`config.mk`:
```
export PLATFORM = sky130hd
export DESIGN_NAME = pia_multi
export DESIGN_NICKNAME = d
export VERILOG_FILES = /design/src/rtl/pia_multi.sv
export SDC_FILE = /design/constraint.sdc
export NUM_CORES = 1
export LEC_CHECK = 0
export ABC_AREA = 1
export BUFFER_PORTS_ARGS = -buffer_cell sky130_fd_sc_hd__buf_2
export CAP_MARGIN = 15
export CELL_PAD_IN_SITES_DETAIL_PLACEMENT = 2
export CELL_PAD_IN_SITES_GLOBAL_PLACEMENT = 2
export CORE_MARGIN = 5
export CORE_UTILIZATION = 30
export DETAILED_ROUTE_END_ITERATION = 6
export HOLD_SLACK_MARGIN = 0.08
export PLACE_DENSITY_LB_ADDON = 0.05
export SKIP_CTS_REPAIR_TIMING = 1
export SYNTH_ARGS = -nofsm -noshare
export SYNTH_HDL_FRONTEND = slang
export SYNTH_SLANG_ARGS = --single-unit
export TNS_END_PERCENT = 5
```
`constraint.sdc`:
```
create_clock -name clk -period 1.35 [get_ports clk]
set_clock_uncertainty 0.15 [all_clocks]
set_input_delay 0.0675 -clock clk [delete_from_list [all_inputs] [get_ports clk]]
set_output_delay 0.0675 -clock clk [all_outputs]
set_load 0.02 [all_outputs]
```
`src/rtl/pia_multi.sv`:
```
// pia_multi: NPORTS-way 6821-style peripheral adapter with synchronised
// inputs, optional C1 input latch, selectable handshake trigger and OE pins.

module pia_multi_port #(
  parameter int WIDTH = 8,
  parameter bit LATCH = 1'b0,
  parameter bit WR_HS = 1'b0
) (
  input  logic             clk,
  input  logic             rst_n,
  input  logic             acc_i,
  input  logic             rw_i,
  input  logic             a0_i,
  input  logic [7:0]       wdata_i,
  input  logic [WIDTH-1:0] pin_i,
  input  logic             c1_i,
  input  logic             c2_i,
  output logic [7:0]       rdata_o,
  output logic [WIDTH-1:0] pout_o,
  output logic [WIDTH-1:0] poe_o,
  output logic             c2_o,
  output logic             c2_oe_o,
  output logic             irq_o
);

  logic [WIDTH-1:0] ddr_q, ddr_d;
  logic [WIDTH-1:0] dat_q, dat_d;
  logic [WIDTH-1:0] lat_q, lat_d;
  logic [WIDTH-1:0] ps1_q, ps2_q;
  logic [5:0]       ctl_q, ctl_d;
  logic             f1_q, f1_d;
  logic             f2_q, f2_d;
  logic             c2o_q, c2o_d;
  logic             c1s1_q, c1s2_q, c1dl_q;
  logic             c2s1_q, c2s2_q, c2dl_q;

  logic             c1_edge, c2_edge;
  logic             dat_rd, dat_wr, ddr_wr, ctl_wr;
  logic             trig;
  logic [WIDTH-1:0] in_v, rd_v;

  always_ff @(posedge clk or negedge rst_n) begin
    if (!rst_n) begin
      ps1_q  <= '0;
      ps2_q  <= '0;
      c1s1_q <= 1'b0;
      c1s2_q <= 1'b0;
      c1dl_q <= 1'b0;
      c2s1_q <= 1'b0;
      c2s2_q <= 1'b0;
      c2dl_q <= 1'b0;
    end else begin
      ps1_q  <= pin_i;
      ps2_q  <= ps1_q;
      c1s1_q <= c1_i;
      c1s2_q <= c1s1_q;
      c1dl_q <= c1s2_q;
      c2s1_q <= c2_i;
      c2s2_q <= c2s1_q;
      c2dl_q <= c2s2_q;
    end
  end

  assign c1_edge = ctl_q[1] ? (c1s2_q & ~c1dl_q)
                            : (~c1s2_q & c1dl_q);
  assign c2_edge = ctl_q[4] ? (c2s2_q & ~c2dl_q)
                            : (~c2s2_q & c2dl_q);

  assign dat_rd = acc_i & rw_i & ~a0_i & ctl_q[2];
  assign dat_wr = acc_i & ~rw_i & ~a0_i & ctl_q[2];
  assign ddr_wr = acc_i & ~rw_i & ~a0_i & ~ctl_q[2];
  assign ctl_wr = acc_i & ~rw_i & a0_i;
  assign trig   = WR_HS ? dat_wr : dat_rd;

  always_comb begin
    ddr_d = ddr_q;
    dat_d = dat_q;
    ctl_d = ctl_q;
    lat_d = lat_q;
    f1_d  = f1_q;
    f2_d  = f2_q;
    c2o_d = c2o_q;
    if (ddr_wr) ddr_d = wdata_i[WIDTH-1:0];
    if (dat_wr) dat_d = wdata_i[WIDTH-1:0];
    if (ctl_wr) ctl_d = wdata_i[5:0];
    if (c1_edge) lat_d = ps2_q;
    if (c1_edge)     f1_d = 1'b1;
    else if (dat_rd) f1_d = 1'b0;
    // with C2 as an output, flag2 is frozen
    if (!ctl_q[5]) begin
      if (c2_edge)     f2_d = 1'b1;
      else if (dat_rd) f2_d = 1'b0;
    end
    unique case (1'b1)
      !ctl_q[5]: c2o_d = c2o_q;
      ctl_q[5] & ctl_q[4]: c2o_d = ctl_q[3];
      ctl_q[5] & ~ctl_q[4] & ~ctl_q[3]: begin
        if (trig)         c2o_d = 1'b0;
        else if (c1_edge) c2o_d = 1'b1;
      end
      ctl_q[5] & ~ctl_q[4] & ctl_q[3]: c2o_d = ~trig;
      default: c2o_d = c2o_q;
    endcase
  end

  always_ff @(posedge clk or negedge rst_n) begin
    if (!rst_n) begin
      ddr_q <= '0;
      dat_q <= '0;
      lat_q <= '0;
      ctl_q <= '0;
      f1_q  <= 1'b0;
      f2_q  <= 1'b0;
      c2o_q <= 1'b0;
    end else begin
      ddr_q <= ddr_d;
      dat_q <= dat_d;
      lat_q <= lat_d;
      ctl_q <= ctl_d;
      f1_q  <= f1_d;
      f2_q  <= f2_d;
      c2o_q <= c2o_d;
    end
  end

  assign in_v = LATCH ? lat_q : ps2_q;
  assign rd_v = (ddr_q & dat_q) | (~ddr_q & in_v);

  always_comb begin
    rdata_o = '0;
    if (a0_i)          rdata_o = {f1_q, f2_q, ctl_q};
    else if (ctl_q[2]) rdata_o[WIDTH-1:0] = rd_v;
    else               rdata_o[WIDTH-1:0] = ddr_q;
  end

  assign pout_o  = dat_q;
  assign poe_o   = ddr_q;
  assign c2_o    = c2o_q;
  assign c2_oe_o = ctl_q[5];
  assign irq_o   = (f1_q & ctl_q[0])
                 | (f2_q & ctl_q[3] & ~ctl_q[5]);

endmodule

module pia_multi #(
  parameter int                NPORTS     = 2,
  parameter int                WIDTH      = 8,
  parameter logic [NPORTS-1:0] LATCH_EN   = '0,
  parameter logic [NPORTS-1:0] WR_HS_MASK = NPORTS'('b10)
) (
  input  logic                      clk,
  input  logic                      rst_n,
  input  logic                      cs,
  input  logic                      rw,
  input  logic [$clog2(NPORTS):0]   addr,
  input  logic [7:0]                data_in,
  output logic [7:0]                data_out,
  input  logic [NPORTS*WIDTH-1:0]   p_i,
  output logic [NPORTS*WIDTH-1:0]   p_o,
  output logic [NPORTS*WIDTH-1:0]   p_oe,
  input  logic [NPORTS-1:0]         c1,
  input  logic [NPORTS-1:0]         c2_i,
  output logic [NPORTS-1:0]         c2_o,
  output logic [NPORTS-1:0]         c2_oe,
  output logic [NPORTS-1:0]         irq,
  output logic                      irq_any
);

  localparam int AW = $clog2(NPORTS) + 1;
  localparam int PW = (AW > 1) ? AW - 1 : 1;

  logic [PW-1:0] psel;
  logic [7:0]    rd_arr [NPORTS];

  if (NPORTS > 1) begin : g_sel
    assign psel = addr[AW-1:1];
  end else begin : g_one
    assign psel = '0;
  end

  for (genvar g = 0; g < NPORTS; g++) begin : g_port
    pia_multi_port #(
      .WIDTH (WIDTH),
      .LATCH (LATCH_EN[g]),
      .WR_HS (WR_HS_MASK[g])
    ) u_port (
      .clk     (clk),
      .rst_n   (rst_n),
      .acc_i   (cs & (psel == PW'(g))),
      .rw_i    (rw),
      .a0_i    (addr[0]),
      .wdata_i (data_in),
      .pin_i   (p_i[g*WIDTH +: WIDTH]),
      .c1_i    (c1[g]),
      .c2_i    (c2_i[g]),
      .rdata_o (rd_arr[g]),
      .pout_o  (p_o[g*WIDTH +: WIDTH]),
      .poe_o   (p_oe[g*WIDTH +: WIDTH]),
      .c2_o    (c2_o[g]),
      .c2_oe_o (c2_oe[g]),
      .irq_o   (irq[g])
    );
  end

  // addresses past the last port read as zero
  assign data_out = (int'(psel) < NPORTS) ? rd_arr[psel] : 8'h00;
  assign irq_any  = |irq;

endmodule

```
==> summary.md <==
| Metric | Value |
|---|---|
| Total Routing Usage GR | `16.23%` |
| Seq/Total Area, Yosys | `59.91%` |
| Max-slew headroom | `64.87%` |
| Number of flops mapped to enable cells by yosys | `0` |
| Initial antenna violation count | `0` |
| Final worst path period share | `136.4%` |
| Max Slew Vio Count | `0` |
| Die W | `124.4 um` |
| Syn avg cell area | `9.484 um^2` |
| Count of different cell masters after synthesis | `24` |
| Final Util | `43.38%` |
| Maximum clock path buffer count | `2` |
| DIE HEIGHT | `124.4 um` |
| Cells taking the most area after synthesis | `dfrtp_1, nand2_1, o21ai_2` |
| Async SR Flop Fraction | `100.0%` |
| GRT overflow | `0` |
| N_diodes | `0` |
| Worst vdd ir | `0.0005249 V` |
| Most instantiated cells after synthesis | `nand2_1, dfrtp_1, inv_1, o21ai_2, o21ai_0` |
| Reg2Reg Depth | `6` |
| Cell Area, Synth | `3926 um^2` |
| Fin worst setup slack | `-0.4910 ns` |
| Worst-path cell chain | `clkbuf_16 -> nand3_1 -> o21ai_4 -> nand2_1 -> nand3_2 -> nand2_2 -> buf_6` |
| Top-count cell post-synth | `nand2_1` |
| Worst min path class | `in -> reg` |
| Crit path launch | `g_port[1].u_port.ctl_q[2]$_DFFE_PN0P_` |
| Root buffer cell | `clkbuf_16` |
| Setup-failing EPs final | `25` |
| Final wirelength | `12.64 mm` |
| DRT iter0 DRCs | `103` |
| TritonRoute pass-1 iters | `4` |
| Outcome | `finished with violations` |
| Number of global-route vias before repair | `3630` |
| Slew @ Worst Pin | `0.5269 ns` |
| CTS clk-pin slew, worst paths | `0.06 ns` |
| First-pass GRT wire length | `19.77 mm` |
| Capturing point of the worst reg2reg path | `g_port[0].u_port.poe_o[5]$_DFFE_PN0P_` |
| Syn nets | `448` |
| Total power | `8.517 mW` |
| Gate Count Post-Synth | `414` |
| Num rows | `41` |
| Detailed placer's ending HPWL | `9.005 mm` |
| Via/cell ratio | `4.659` |
| DIE AREA | `15480 um^2` |
| RSZ-0062 raised after global routing | `yes` |
| Violated checks | `negative setup slack` |
| Clk_lat worst skew | `0.34 ns` |
| Post-DRT Antenna Nets | `0` |
| Fraction of layout cells with a size suffix above 1 | `36.76%` |
| Leak Pwr | `2.775 nW` |
| Gpl congestion | `0.7163` |
| Number of max-cap violations | `0` |
| Final Hold Fails | `0` |
| Hold Crit Endpoint | `g_port[1].u_port.f1_q$_DFFE_PN0P_` |
| Peak Freq | `0.5432 GHz` |
| Io pins | `81` |
| Kind of critical path | `reg -> out` |
| Worst flop-to-flop path startpoint | `g_port[0].u_port.ctl_q[2]$_DFFE_PN0P_` |
| CP Capture Type | `primary output` |
| R2R Setup Slk | `-0.05 ns` |
| Total CTS buffers | `9` |
| Critical Path AT | `1.62 ns` |
| DRC viols | `0` |
| Yosys top cell by area | `dfrtp_1` |
| CTS tree | `done` |
| Hold path startpoint | `rw` |
| Initial core utilization | `30.86%` |
| Via count | `3336` |
| Cell Pwr Density | `1543 nW/um^2` |
| Synth Flop Type | `dfrtp_1` |
| Critical path peak fanout | `9` |
| Pin count of the biggest net entering global routing | `95` |
| H-tree levels | `3` |
| Share of the synthesized area in the top cell type | `59.91%` |
| Nets@finish | `575` |
| Flops & latches, synth | `94` |
| Critical path data required time | `1.13 ns` |
| Core area | `12720 um^2` |
| Hold path cells | `4` |
| Area Overhead vs Synth | `40.57%` |
| Critical Path Max Stage Delay | `0.47 ns` |
| Synth Warn # | `0` |
| CTS sink cnt | `94` |
| Port Buf Inserts | `80` |
| CP max stage cell | `dfrtp_2` |
| Setup TNS | `-4.187 ns` |
| CP startpoint kind | `flop` |
| Tmin final | `1.841 ns` |
| DR WL/cell | `17.66 um` |
-- how the worst max path moves through the flow --
stage / to / slack [ns] / cells after the start
after floorplan: data_out[5] / 0.02 / 7
after global placement: data_out[3] / -0.25 / 8
after detailed placement: data_out[3] / -0.28 / 8
after CTS: data_out[3] / -0.66 / 8
after global routing: data_out[3] / -0.56 / 7
final: data_out[3] / -0.49 / 7
-- stage by stage --
stage | setup WS [ns] | hold slack (ns) | std cells | area [um^2]
detailed placement | -0.2800 | 0.02134 | 667 | 4652
finish | -0.4910 | 0.05495 | 716 | 5519
floorplan | 0.01914 | -0.3781 | 414 | 3926
global route | -0.5627 | 0.09762 | 716 | 5519
global placement | -0.2511 | 0.02150 | 667 | 4652
CTS | -0.6610 | -0.3495 | 681 | 4927
-- layout make-up --
class / instances / area (um^2)
Timing Repair Buffer: 137 / 1091
Sequential cell: 94 / 2355
Clock inverter: 1 / 5.005
Fill cell: 1415 / 7203
Tap cell: 172 / 215.2
Multi-Input combinational cell: 245 / 1368
Clock buffer: 13 / 270.3
Inverter: 54 / 215.2
-- worst max-delay path: cells and delay by family, from the launching register on --
| family | cells | cell delay [ns] |
|---|---|---|
| and+or+nand+nor | 4 | 0.41 |
| buffers and inverters | 2 | 0.30 |
| DFF | 1 | 0.47 |
| AOI/OAI and AO/OA | 1 | 0.08 |
-- power by group --
part / internal (mW) / switching, mW / total (mW) / leakage (nW)
Clock: 1.38 / 1.02 / 2.40 / 0.138
Combinational: 1.01 / 1.47 / 2.49 / 1.51
Sequential: 3.23 / 0.404 / 3.64 / 1.13
Total: 5.62 / 2.89 / 8.52 / 2.77
-- placed cells by master (no fill, tap or decap), drive strengths merged --
cell,n
nor2,13
clkinv,2
nor3,2
nand2,121
dlygate4sd3,31
buf,104
a32oi,2
nand3,26
a21oi,15
inv,53
o211ai,2
clkbuf,15
o21bai,1
dfrtp,94
o21ai,63
-- kinds of logic after synthesis --
group	Yosys count	share of synthesized area, %
AO/OA/AOI/OAI	83	13.54
buffers and inverters	75	9.178
flip-flops	94	59.91
AND/OR/NAND/NOR	162	17.37
-- layer usage --
metal	wire, um	global-route usage (%)	up-vias
met5	0	0	-
met4	187	5.803	0
met3	340	3.087	13
met2	6439	28.05	55
met1	5676	20.17	1709
li1	-	-	1559
-- flip-flops by register name, indices dropped and copies added, names as in the netlist --
name                  cells
g_port.u_port.c2s2_q      2
g_port.u_port.c1dl_q      2
g_port.u_port.ctl_q      12
g_port.u_port.c1s1_q      2
g_port.u_port.c2s1_q      2
g_port.u_port.c2dl_q      2
g_port.u_port.f2_q        2
g_port.u_port.pout_o     16
g_port.u_port.poe_o      16
g_port.u_port.ps1_q      16
g_port.u_port.c1s2_q      2
g_port.u_port.c2_o        2
g_port.u_port.f1_q        2
g_port.u_port.in_v       16
No activity file was read; power rests on OpenSTA's default activity.
